### config.mk
export PLATFORM = sky130hd
export DESIGN_NAME = knn_vote
export DESIGN_NICKNAME = d
export VERILOG_FILES = /design/src/rtl/knn_vote_pkg.sv /design/src/rtl/knn_match_cnt.sv /design/src/rtl/knn_vote.sv
export SDC_FILE = /design/constraint.sdc
export NUM_CORES = 1
export LEC_CHECK = 0
export CORE_MARGIN = 4
export CORE_UTILIZATION = 56
export CTS_CLUSTER_DIAMETER = 30
export DETAILED_ROUTE_END_ITERATION = 6
export GPL_ROUTABILITY_DRIVEN = 0
export PLACE_DENSITY = 0.86
export SLEW_MARGIN = 20
export SYNTH_ARGS = -nofsm -noshare
export SYNTH_HDL_FRONTEND = slang
export SYNTH_HIERARCHICAL = 1
export SYNTH_SLANG_ARGS = --single-unit
### constraint.sdc
create_clock -name clk -period 7 [get_ports clk]
set_clock_uncertainty 0.05 [all_clocks]
set_input_delay 1.4 -clock clk [delete_from_list [all_inputs] [get_ports clk]]
set_output_delay 1.4 -clock clk [all_outputs]
set_load 0.02 [all_outputs]
### src/rtl/knn_vote_pkg.sv
// rtl/knn_vote_pkg.sv - shared types and constants for the k-NN majority vote
package knn_vote_pkg;

  localparam int KNN_DATA_W = 32;
  localparam int KNN_K      = 4;
  localparam int KNN_C      = 8;
  localparam int DATA_INFO  = KNN_DATA_W + KNN_C;

  function automatic int cnt_width(input int k);
    return $clog2(k + 1);
  endfunction

  localparam int CNT_W = cnt_width(KNN_K);

  // A distance of all ones marks an unused neighbour slot.
  localparam logic [KNN_DATA_W-1:0] EMPTY_DIST = '1;

  typedef enum logic [1:0] {
    ST_IDLE = 2'd0,
    ST_SCAN = 2'd1,
    ST_DONE = 2'd2
  } state_e;

endpackage

### src/rtl/knn_match_cnt.sv
// rtl/knn_match_cnt.sv - counts valid entries sharing the label of entry idx_i
module knn_match_cnt
  import knn_vote_pkg::*;
#(
  parameter int DATA_W    = KNN_DATA_W,
  parameter int K         = KNN_K,
  parameter int C         = KNN_C,
  parameter int ENTRY_W   = DATA_W + C,
  parameter int IDX_W     = (K > 1) ? $clog2(K) : 1,
  parameter int VOTE_W    = cnt_width(K)
) (
  input  logic [K*ENTRY_W-1:0] list_i,
  input  logic [IDX_W-1:0]     idx_i,
  output logic [VOTE_W-1:0]    matches_o,
  output logic                 valid_o,
  output logic [C-1:0]         label_o
);

  logic [C-1:0] lbl [K];
  logic         vld [K];

  for (genvar g = 0; g < K; g++) begin : g_entry
    assign lbl[g] = list_i[(K-g-1)*ENTRY_W +: C];
    assign vld[g] = ~&list_i[(K-g-1)*ENTRY_W + C +: DATA_W];
  end

  always_comb begin
    matches_o = '0;
    valid_o   = vld[idx_i];
    label_o   = lbl[idx_i];
    for (int j = 0; j < K; j++) begin
      if (vld[j] && (lbl[j] == lbl[idx_i])) begin
        matches_o = matches_o + VOTE_W'(1);
      end
    end
  end

endmodule

### src/rtl/knn_vote.sv
// rtl/knn_vote.sv - sequential majority vote over a sorted k-nearest-neighbour list
module knn_vote
  import knn_vote_pkg::*;
#(
  parameter int DATA_W = KNN_DATA_W,
  parameter int K      = KNN_K,
  parameter int C      = KNN_C,
  parameter int ENTRY_W = DATA_W + C
) (
  input  logic                     clk,
  input  logic                     rst,
  input  logic                     start,
  input  logic [K*ENTRY_W-1:0]     nb_list,
  output logic                     busy,
  output logic                     done,
  output logic [C-1:0]             label_out,
  output logic [$clog2(K+1)-1:0]   votes,
  output logic                     empty
);

  localparam int IDX_W  = (K > 1) ? $clog2(K) : 1;
  localparam int VOTE_W = cnt_width(K);

  state_e               state_q;
  logic [K*ENTRY_W-1:0] list_q;
  logic [IDX_W-1:0]     idx_q;
  logic [VOTE_W-1:0]    best_cnt_q, best_cnt_d;
  logic [C-1:0]         best_label_q, best_label_d;
  logic                 busy_q, done_q, empty_q;
  logic [C-1:0]         label_out_q;
  logic [VOTE_W-1:0]    votes_q;

  logic [VOTE_W-1:0]    m_cnt;
  logic                 m_valid;
  logic [C-1:0]         m_label;

  knn_match_cnt #(
    .DATA_W (DATA_W),
    .K      (K),
    .C      (C),
    .ENTRY_W(ENTRY_W),
    .IDX_W  (IDX_W),
    .VOTE_W (VOTE_W)
  ) u_match (
    .list_i   (list_q),
    .idx_i    (idx_q),
    .matches_o(m_cnt),
    .valid_o  (m_valid),
    .label_o  (m_label)
  );

  // Strict greater-than keeps the nearer entry on ties.
  always_comb begin
    best_cnt_d   = best_cnt_q;
    best_label_d = best_label_q;
    if (state_q == ST_SCAN && m_valid && (m_cnt > best_cnt_q)) begin
      best_cnt_d   = m_cnt;
      best_label_d = m_label;
    end
  end

  always_ff @(posedge clk) begin
    if (!rst) begin
      state_q      <= ST_IDLE;
      list_q       <= '0;
      idx_q        <= '0;
      best_cnt_q   <= '0;
      best_label_q <= '0;
      busy_q       <= 1'b0;
      done_q       <= 1'b0;
      label_out_q  <= '0;
      votes_q      <= '0;
      empty_q      <= 1'b0;
    end else begin
      done_q <= 1'b0;
      case (state_q)
        ST_IDLE: begin
          if (start) begin
            list_q       <= nb_list;
            idx_q        <= '0;
            best_cnt_q   <= '0;
            best_label_q <= '0;
            busy_q       <= 1'b1;
            state_q      <= ST_SCAN;
          end
        end
        ST_SCAN: begin
          best_cnt_q   <= best_cnt_d;
          best_label_q <= best_label_d;
          if (idx_q == IDX_W'(K - 1)) begin
            state_q     <= ST_DONE;
            done_q      <= 1'b1;
            label_out_q <= best_label_d;
            votes_q     <= best_cnt_d;
            // Any valid entry matches itself, so a zero count means no valid entry.
            empty_q     <= (best_cnt_d == '0);
          end else begin
            idx_q <= idx_q + IDX_W'(1);
          end
        end
        ST_DONE: begin
          busy_q  <= 1'b0;
          state_q <= ST_IDLE;
        end
        default: state_q <= ST_IDLE;
      endcase
    end
  end

  assign busy      = busy_q;
  assign done      = done_q;
  assign label_out = label_out_q;
  assign votes     = votes_q;
  assign empty     = empty_q;

endmodule

==> out/metrics.cfg <==
[power_and_ir_drop]
p_seq_share_pct = 46.2
p_per_area_nw_per_um2 = 238
p_int_uw = 1900
vdd_drop_max_mv = 0.250
leakagePower_uw = 0.00401
total_power_uw = 2570
power.switching_uw = 663
p_comb_share_pct = 17.2
swShare_pct = 25.9
clkPwrFrac_pct = 36.6

[clock_network]
cts.sinks = 189
cts_tree = done
cts_root_buffer = clkbuf_16
holdBufCountCts = 0
cts_buffer_depth = 2
numCtsBuffers = 17
cts.clk_slew.worst_paths_ns = 0.06
clock_latency_ns = 0.42
post_cts_resized = 0
cts_max_level = 4
post-cts-setup-buffers = 0

[logic_synthesis]
synth_ff_type = dfxtp_1
synth_adder_area_share_pct = 1.02
synth-xor-area-share_pct = 4.78
synth_warnings = 6
synth.area.mux_share_pct = 4.01
synthArstFlopShare_pct = 0
syn-instance-count = 1006
synth_cell_type_count = 45
syn_nets = 1176
ys_ff_latch = 189
synth.avg_cell_area_sq_um = 8.53
synth-simple-area-share_pct = 20.8
seq_area_frac_synth_pct = 44.1
netlist_area_sq_um = 8580
synth_top_family_by_area = simple AND/OR/NAND/NOR gates
synth_edf_count = 0
synth_compound_area_share_pct = 19.8

[layout]
nNetsFinal = 1305
drive_gt1_share_pct = 3.93
syn2layout_area_growth_pct = 25.7
n_antenna_cell = 0
multi_input_area_sq_um = 4330
fin_cells = 1330
fin_util_pct = 73.1
seq_area_sq_um = 3780
nFillCells = 1153

[floorplanning]
initial_core_util_pct = 58.1
fp.dieW_um = 132
die_h_um = 132
core_area_sq_um = 14800
io_pins = 177
rows = 44
dieArea_sq_um = 17400

[placed_design]
placed_cells = 1299
dp_hpwl_mm = 14.1
io_buffers = 176
preCtsSetupSlack_ns = 1.91

[setup_path]
cp_max_fo = 33
cp-start-kind = register
crit_type = register to register
cp.required_ns = 7.27
cp.arrival_ns = 5.42
worst_setup_path_end_kind = register

[routing]
viasPerCell = 5.51
drt_iter0_drc = 590
totalWireLength_mm = 20.6
vias = 7324
wl_per_cell_um = 15.5
drc_errors = 0
firstDrtPassIters = 5
detail-route-antenna-nets = 0

[timing]
relSlewSlack_pct = 33.5
hold_viol_final = 0
rsz0062_at_grt = false
finalWorstSetupSlack_ns = 1.85
worstMarginPinSlew_ns = 0.997
setup_viol = 0
post-route-period-util_pct = 73.6
min_period_ns = 5.15
slew_viol_final = 0
max_clock_freq_mhz = 194
fin_setup_tns_ns = 0

[min_path]
hold_path_class = register to register

[global_route]
antenna_found_initial = 0
first_global_vias = 7070
grt_usage_pct = 23.4
grt_max_degree = 127
grt_pass1_wl_mm = 33.9
overflow = 0

[run]
maxCapViolCount = 0

[outcome]
status = finished, final reports clean

==> power groups by stage <==
stage | logic [uW] | registers (uW) | clock network (uW)
global placement | 424 | 1210 | 0
floorplan | 303 | 1190 | 0
finish | 442 | 1180 | 939
global route | 486 | 1190 | 1000
CTS | 439 | 1180 | 952
detailed placement | 436 | 1210 | 0
==> area by class of cell <==
type                       count  area share, %
tap                          184           2.14
clock buffer                  24           4.56
timing repair buffer         183           16.9
multi-input combinational    735           40.2
sequential                   189           35.1
clock inverter                 6          0.789
inverter                       9          0.313
==> cells in the final DEF (no fill, tap or decap), drive strengths merged, types with 2 or more instances in the layout <==
cell             n
a211oi           2
a21boi         161
a21oi           22
a31oi           11
a32oi            2
and2             2
and3            12
buf              8
bufinv           2
clkbuf          24
clkdlybuf4s50  175
clkinv           2
clkinvlp         2
dfxtp          189
ha               7
inv              9
mux2i           10
mux4             9
nand2          336
nand3            4
nand4           37
nor2             4
nor2b            3
nor3             3
nor3b            3
nor4            13
o21a            12
o21ai           26
o41ai            2
xnor2           33
xor2            13
==> metal layers <==
layer,GRT usage (%),wire length (um),part of all wire (%)
met1,29.7,8870,43
met2,39.2,9940,48
met3,6.72,1530,7.4
met4,6.59,304,1.5
met5,0,0,0
==> cells in the mapped netlist (3+ instances only) <==
library cell	number	share of area, %
mux4_2	3	0.79
a21oi_1	22	1.3
nand3_1	4	0.23
nand2_1	336	15
buf_2	27	1.6
inv_1	9	0.39
nor2_1	4	0.18
o21ai_0	25	1.5
mux2i_1	8	0.93
mux4_1	6	1.8
dfxtp_1	189	44
nor3b_1	3	0.26
nor2b_1	3	0.22
nor3_1	3	0.18
ha_1	7	1.0
nand4_1	36	2.6
a31oi_1	11	0.80
a21boi_0	50	4.4
and3_1	12	0.88
nor4_1	13	0.95
xnor2_1	32	3.3
o21a_1	12	1.1
buf_6	14	1.8
clkbuf_1	29	1.3
a21boi_1	111	9.7
xor2_1	13	1.3
==> metrics by stage <==
| step | area [sq um] | hold WS, ns |
|---|---|---|
| 2_1_floorplan | 8580 | 0.385 |
| 3_3_place_gp | 10200 | 0.390 |
| 3_5_place_dp | 10200 | 0.395 |
| 4_1_cts | 10800 | 0.406 |
| 5_1_grt | 10800 | 0.418 |
| 6_report | 10800 | 0.405 |
==> worst paths after layout <==
check,start,to,slack (ns),cells past startpoint
worst max-delay path,idx_q[0],best_cnt_q[1],1.85,17
worst min-delay path,list_q[67],list_q[67],0.41,2
worst max register to register,idx_q[0],best_cnt_q[1],1.85,17
worst min register to register,list_q[67],list_q[67],0.41,2
==> kinds of logic (layout without fill, tap and decap cells) <==
family / Yosys count / in the layout
buf+inv: 82 / 222
xor+xnor: 46 / 46
flops: 189 / 189
fa+ha+maj: 7 / 7
mux: 20 / 20
compound gates: 242 / 242
simple gates: 420 / 420
==> flip-flops by register name, summed over array words and instances (netlist names) <==
name          flops
best_cnt_q        3
label_out         8
busy              1
empty             1
best_label_q      8
done              1
idx_q             2
votes             3
state_q           2
list_q          160
==> worst max-delay path, cell delays in order (launching register included) <==
cell and delay, ns:
dfxtp_1 0.31, buf_4 0.32, mux4_1 0.74, xnor2_1 0.24
nand4_1 0.12, nor4_1 0.18, nand3_1 0.13, inv_1 0.07
ha_1 0.26, xnor2_2 0.20, ha_1 0.17, nor3b_1 0.22
xor2_1 0.32, ha_1 0.33, nand3_1 0.10, and4_1 0.86
a211oi_1 0.21, o21a_1 0.22
(Power assumes the default switching activity.)
